===== src/rtl/seven_seg_scan_driver.sv =====
// Multiplexed N-digit 7-segment scan driver with per-digit register file and anode-off blanking.
// Optional macro SEG_BRIGHTNESS_EN adds a bright[3:0] input that PWM-dims the lit anode.
module seven_seg_scan_driver #(
  parameter int DIGITS       = 4,
  parameter int PRESCALE     = 16384,
  parameter int BLANK_CYCLES = 64,
  localparam int AW          = $clog2(DIGITS)
) (
  input  logic              clk,
  input  logic              reset,
  input  logic              wr_en,
  input  logic [AW-1:0]     wr_addr,
  input  logic [3:0]        wr_data,
  input  logic              wr_dp,
  input  logic [DIGITS-1:0] digit_en,
`ifdef SEG_BRIGHTNESS_EN
  input  logic [3:0]        bright,
`endif
  output logic [DIGITS-1:0] an,
  output logic [6:0]        seg,
  output logic              dp,
  output logic [AW-1:0]     scan_idx,
  output logic              frame_pulse
);

  localparam int CW = (PRESCALE > 1) ? $clog2(PRESCALE) : 1;
  localparam logic [CW-1:0] SLOT_LAST  = CW'(PRESCALE - 1);
  localparam logic [CW-1:0] BLANK_LAST = CW'(BLANK_CYCLES - 1);
  localparam logic [AW-1:0] IDX_LAST   = AW'(DIGITS - 1);
  localparam logic [AW:0]   DIGITS_W   = (AW+1)'(DIGITS);
  localparam logic [DIGITS-1:0] ONE_HOT0 = {{(DIGITS-1){1'b0}}, 1'b1};

  typedef enum logic [0:0] {
    ST_BLANK = 1'b0,
    ST_SHOW  = 1'b1
  } state_t;

  state_t                   state_r;
  state_t                   state_s;
  logic [CW-1:0]            slot_r;
  logic [AW-1:0]            cur_r;
  logic [DIGITS-1:0][3:0]   val_r;
  logic [DIGITS-1:0]        pt_r;
  logic [DIGITS-1:0]        an_s;
  logic                     lit_ok_s;
  logic                     wr_hit_s;

  // Active-low abcdefg glyph for a hex nibble, seg[6] = a.
  function automatic logic [6:0] hex_glyph(input logic [3:0] v);
    logic [6:0] g;
    case (v)
      4'h0:    g = 7'b0000001;
      4'h1:    g = 7'b1001111;
      4'h2:    g = 7'b0010010;
      4'h3:    g = 7'b0000110;
      4'h4:    g = 7'b1001100;
      4'h5:    g = 7'b0100100;
      4'h6:    g = 7'b0100000;
      4'h7:    g = 7'b0001111;
      4'h8:    g = 7'b0000000;
      4'h9:    g = 7'b0000100;
      4'hA:    g = 7'b0001000;
      4'hB:    g = 7'b1100000;
      4'hC:    g = 7'b0110001;
      4'hD:    g = 7'b1000010;
      4'hE:    g = 7'b0110000;
      4'hF:    g = 7'b0111000;
      default: g = 7'b1111111;
    endcase
    return g;
  endfunction

`ifdef SEG_BRIGHTNESS_EN
  logic [3:0] pwm_r;

  // Free-running PWM phase for brightness dimming.
  always_ff @(posedge clk) begin
    if (reset) begin
      pwm_r <= 4'd0;
    end else begin
      pwm_r <= pwm_r + 4'd1;
    end
  end

  assign lit_ok_s = (pwm_r <= bright);
`else
  assign lit_ok_s = 1'b1;
`endif

  assign wr_hit_s = wr_en && ({1'b0, wr_addr} < DIGITS_W);

  // Slot phase: blank for the first BLANK_CYCLES cycles, then show until the slot ends.
  always_comb begin
    state_s = state_r;
    case (state_r)
      ST_BLANK: begin
        if (slot_r == BLANK_LAST) state_s = ST_SHOW;
        else                      state_s = ST_BLANK;
      end
      ST_SHOW: begin
        if (slot_r == SLOT_LAST) state_s = ST_BLANK;
        else                     state_s = ST_SHOW;
      end
      default: state_s = ST_BLANK;
    endcase
  end

  // Anode pattern for the cycle being processed; registered below.
  always_comb begin
    an_s = '1;
    if (state_r == ST_SHOW && lit_ok_s) begin
      an_s = ~((ONE_HOT0 << cur_r) & digit_en);
    end else begin
      an_s = '1;
    end
  end

  // Slot counter, scan digit and phase register.
  always_ff @(posedge clk) begin
    if (reset) begin
      state_r <= ST_BLANK;
      slot_r  <= '0;
      cur_r   <= IDX_LAST;
    end else begin
      state_r <= state_s;
      if (slot_r == SLOT_LAST) begin
        slot_r <= '0;
        cur_r  <= (cur_r == '0) ? IDX_LAST : cur_r - AW'(1);
      end else begin
        slot_r <= slot_r + CW'(1);
        cur_r  <= cur_r;
      end
    end
  end

  // Register file; the slot-0 load reads the pre-write value on the same edge.
  always_ff @(posedge clk) begin
    if (reset) begin
      val_r <= '0;
      pt_r  <= '0;
    end else if (wr_hit_s) begin
      val_r[wr_addr] <= wr_data;
      pt_r[wr_addr]  <= wr_dp;
    end else begin
      val_r <= val_r;
      pt_r  <= pt_r;
    end
  end

  // Output pins; seg/dp/scan_idx latch once per slot at cycle 0.
  always_ff @(posedge clk) begin
    if (reset) begin
      an          <= '1;
      seg         <= 7'h7F;
      dp          <= 1'b1;
      scan_idx    <= IDX_LAST;
      frame_pulse <= 1'b0;
    end else begin
      an <= an_s;
      if (slot_r == '0) begin
        seg         <= hex_glyph(val_r[cur_r]);
        dp          <= ~pt_r[cur_r];
        scan_idx    <= cur_r;
        frame_pulse <= (scan_idx == '0) && (cur_r == IDX_LAST);
      end else begin
        seg         <= seg;
        dp          <= dp;
        scan_idx    <= scan_idx;
        frame_pulse <= 1'b0;
      end
    end
  end

endmodule


===== config.mk =====
export PLATFORM = sky130hd
export DESIGN_NAME = seven_seg_scan_driver
export DESIGN_NICKNAME = d
export VERILOG_FILES = /design/src/rtl/seven_seg_scan_driver.sv
export SDC_FILE = /design/constraint.sdc
export NUM_CORES = 1
export LEC_CHECK = 0
export BUFFER_PORTS_ARGS = -buffer_cell sky130_fd_sc_hd__buf_2
export CORE_ASPECT_RATIO = 1.75
export CORE_MARGIN = 3
export CORE_UTILIZATION = 25
export CTS_CLUSTER_DIAMETER = 40
export DETAILED_ROUTE_END_ITERATION = 10
export PLACE_DENSITY = 0.45
export SYNTH_ARGS = -nofsm -noshare
export SYNTH_HDL_FRONTEND = slang
export SYNTH_SLANG_ARGS = --single-unit

===== constraint.sdc =====
create_clock -name clk -period 2.6 [get_ports clk]
set_input_delay 0.26 -clock clk [delete_from_list [all_inputs] [get_ports clk]]
set_output_delay 0.26 -clock clk [all_outputs]
set_load 0.03 [all_outputs]

==> results.json <==
{
  "status": "completed",
  "synth_area_mm2": 0.00249,
  "ctsHtreeMaxLevel": 2,
  "place_ws_ns": 0.402,
  "gp_congestion": 0.733,
  "ios": 29,
  "max_slew_margin_pct": 59.8,
  "clock_skew_ns": 0.00451,
  "drt_pass1_iterations": 4,
  "use_met1_pct": 12.5,
  "pwr_density_cell_mw_per_mm2": 630,
  "period_minus_slack_ns": 2.19,
  "max-vdd-ir-drop_v": 0.000404,
  "area_growth_syn_to_layout_pct": 17.9,
  "finalHoldViolCount": 0,
  "worstMarginPinSlew_ns": 0.600,
  "cts_sinks": 52,
  "async_flop_share_pct": 0,
  "seq_area_frac_synth_pct": 41.9,
  "ys_ff_latch": 52,
  "avgSynthCellArea_um2": 9.72,
  "rows": 47,
  "initial_core_util_pct": 25.9,
  "placement.io_buffers": 28,
  "antenna_cells": 0,
  "slowest_stage": "mux4_2",
  "synth_edf_count": 0,
  "fin_crit_sh_pct": 84.1,
  "cts_setup_buffers": 0,
  "drc_errors": 0,
  "crit_arrival_ns": 2.37,
  "dp_hpwl_um": 4170,
  "tritoncts": "done",
  "antenna_found_initial": 0,
  "drive_above_1_share_pct": 16.9,
  "coreArea_mm2": 0.00959,
  "cts-resized-gates": 0,
  "grt_busiest_layer": "met2",
  "dieArea_mm2": 0.0112,
  "final_nets": 309,
  "grt_pass1_vias": 1882,
  "crit_chain": "mux4_2 > ha_1 > mux2i_1 > nor3_1 > a2111o_1",
  "crit_type": "flop to flop",
  "vias": 1881,
  "cp-end-kind": "flop",
  "tns_ns": 0,
  "timing.fmax_mhz": 458,
  "maxSlewViolCount": 0,
  "synth_ff_type": "dfxtp_1",
  "rsz0062_at_grt": "false",
  "static-leakage-power_nw": 1.27,
  "die_w_um": 81.4,
  "use_met2_pct": 19.3,
  "cts_hold_buf": 0,
  "drt_iter0_markers": 69,
  "synthCells": 256,
  "wl_per_cell_um": 13.9,
  "setup_viol": 0,
  "ant_nets": 0,
  "cts_buffers": 5,
  "fin_ws_ns": 0.415,
  "drv_cap": 0,
  "critPathLaunchType": "flop",
  "synth_cell_type_count": 41,
  "cp.required_ns": 2.78,
  "grt_use_total_pct": 10.9,
  "path_clk_slew_ns": 0.07,
  "grtUsageMet3_pct": 2.41,
  "cts_root_buf": "clkbuf_16",
  "cp_slowest_stage_delay_ns": 0.62,
  "fillCellCount": 1020,
  "grt_max_degree": 36,
  "drt-total-wl_um": 5640,
  "cts.path.max_buffers": 2,
  "grt-ovfl-total": 0,
  "yosys_warnings": 0,
  "viasPerCell": 4.63,
  "grt_pass1_wl_um": 9400,
  "clk_latency_ns": 0.29,
  "die_y_um": 138,
  "crit_fanout": 7,
  "hp-class": "input pin to flop",
  "syn-num-nets": 282
}
-- path summary, 6_finish.rpt --
kind	depth (start not counted)	to	slack [ns]	start
min	2	an[3]$_SDFF_PP1_	0.14	digit_en[3]
max	5	seg[2]$_SDFFE_PP1N_	0.41	cur_r[0]$_SDFFE_PP1N_
min reg2reg	1	slot_r[0]$_SDFF_PP0_	0.46	slot_r[0]$_SDFF_PP0_
max reg2reg	5	seg[2]$_SDFFE_PP1N_	0.41	cur_r[0]$_SDFFE_PP1N_
-- through the flow --
| stage | power, W | hold WS [ns] | std cells | util, % | area [um2] |
|---|---|---|---|---|---|
| finish | 0.00185 | 0.144 | 406 | 30.6 | 2930 |
| global placement | 0.00107 | 0.425 | 398 | 28.7 | 2760 |
| detailed placement | 0.00108 | 0.441 | 398 | 28.7 | 2760 |
| floorplan | 0.00101 | 0.344 | 256 | - | 2490 |
| global route | 0.00192 | 0.149 | 406 | 30.6 | 2930 |
| CTS | 0.00187 | 0.140 | 406 | 30.6 | 2930 |
-- critical path: cells and delay by family (launching register included) --
kind            cells  cell delay [ns]
mux                 2             0.78
fa+ha+maj           1             0.31
flops               1             0.54
compound gates      1             0.38
simple gates        1             0.06
-- cell type report --
type	count	area [um2]	area share [%]
Sequential cell	52	1040	35.5
Clock inverter	2	38.8	1.32
Inverter	10	37.5	1.28
Timing Repair Buffer	33	178	6.06
Multi-Input combinational cell	181	1350	45.9
Tap cell	122	153	5.20
Clock buffer	6	139	4.74
-- sequential cells by signal, summed over array words and instances (netlist names), 2 cells and up --
name      flops
pt_r          4
cur_r         2
seg           7
scan_idx      2
an            4
slot_r       14
val_r        16
-- placed cells by master, fill, tap and decap left out, drive strengths merged, types with 2 or more instances in the layout --
master,n
nor3b,3
nand4,5
o31ai,4
and2,3
buf,33
mux4,5
nor2,36
nand3,11
nor3,5
or3,2
nor4,4
mux2,2
inv,10
clkbuf,6
a21oi,5
o21ai,3
ha,12
a31oi,3
dfxtp,52
nand3b,4
o211ai,4
and3,2
nand2b,2
mux2i,31
nor4b,2
nor2b,4
xor2,8
nand2,11
-- power breakdown --
group | leakage (nW) | total [W] | switching, W | internal [W]
Combinational | 0.756 | 0.000203 | 0.000128 | 0.0000754
Clock | 0.0871 | 0.000795 | 0.000312 | 0.000483
Sequential | 0.424 | 0.000850 | 0.0000200 | 0.000829
Total | 1.27 | 0.00185 | 0.000459 | 0.00139
-- cells by family (layout without fill, tap and decap cells) --
group / after synthesis / after routing / share of synthesized area [%]
adder cells (fa/ha/maj): 12 / 12 / 6.04
multiplexers: 38 / 38 / 18.1
AND/OR/NAND/NOR: 96 / 96 / 19.5
flip-flops: 52 / 52 / 41.9
buffers and inverters: 23 / 51 / 4.02
XOR/XNOR: 9 / 9 / 3.17
AO/OA/AOI/OAI: 26 / 26 / 7.34
-- synthesized netlist by cell type (2+ instances only) --
| cell | number | area share [%] |
|---|---|---|
| a31oi_1 | 3 | 0.75 |
| clkbuf_1 | 7 | 1.1 |
| o21ai_0 | 3 | 0.60 |
| nand2_1 | 11 | 1.7 |
| mux2_2 | 2 | 0.91 |
| o31ai_1 | 4 | 1.2 |
| nand3_1 | 11 | 2.2 |
| and3_1 | 2 | 0.50 |
| dfxtp_1 | 52 | 42 |
| mux2i_1 | 31 | 12 |
| nor2b_1 | 4 | 1.0 |
| nand3b_1 | 4 | 1.2 |
| ha_1 | 12 | 6.0 |
| xor2_1 | 8 | 2.8 |
| nor4_1 | 4 | 1.0 |
| nor2_1 | 36 | 5.4 |
| o211ai_1 | 4 | 1.2 |
| nand4_1 | 5 | 1.3 |
| nor3_1 | 5 | 1.0 |
| inv_1 | 10 | 1.5 |
| nor3b_1 | 2 | 0.60 |
| nor4b_1 | 2 | 0.70 |
| buf_2 | 5 | 1.0 |
| and2_1 | 3 | 0.75 |
| nand2b_1 | 2 | 0.50 |
| mux4_2 | 4 | 3.6 |
| a21oi_1 | 5 | 1.0 |
| or3_1 | 2 | 0.50 |
-- per-layer routing --
layer | vias to the layer above | wire (um)
li1 | 965 | -
met1 | 890 | 2420
met2 | 21 | 2990
met3 | 5 | 140
met4 | 0 | 91
met5 | - | 0
Power figures use the tool's default switching activity.
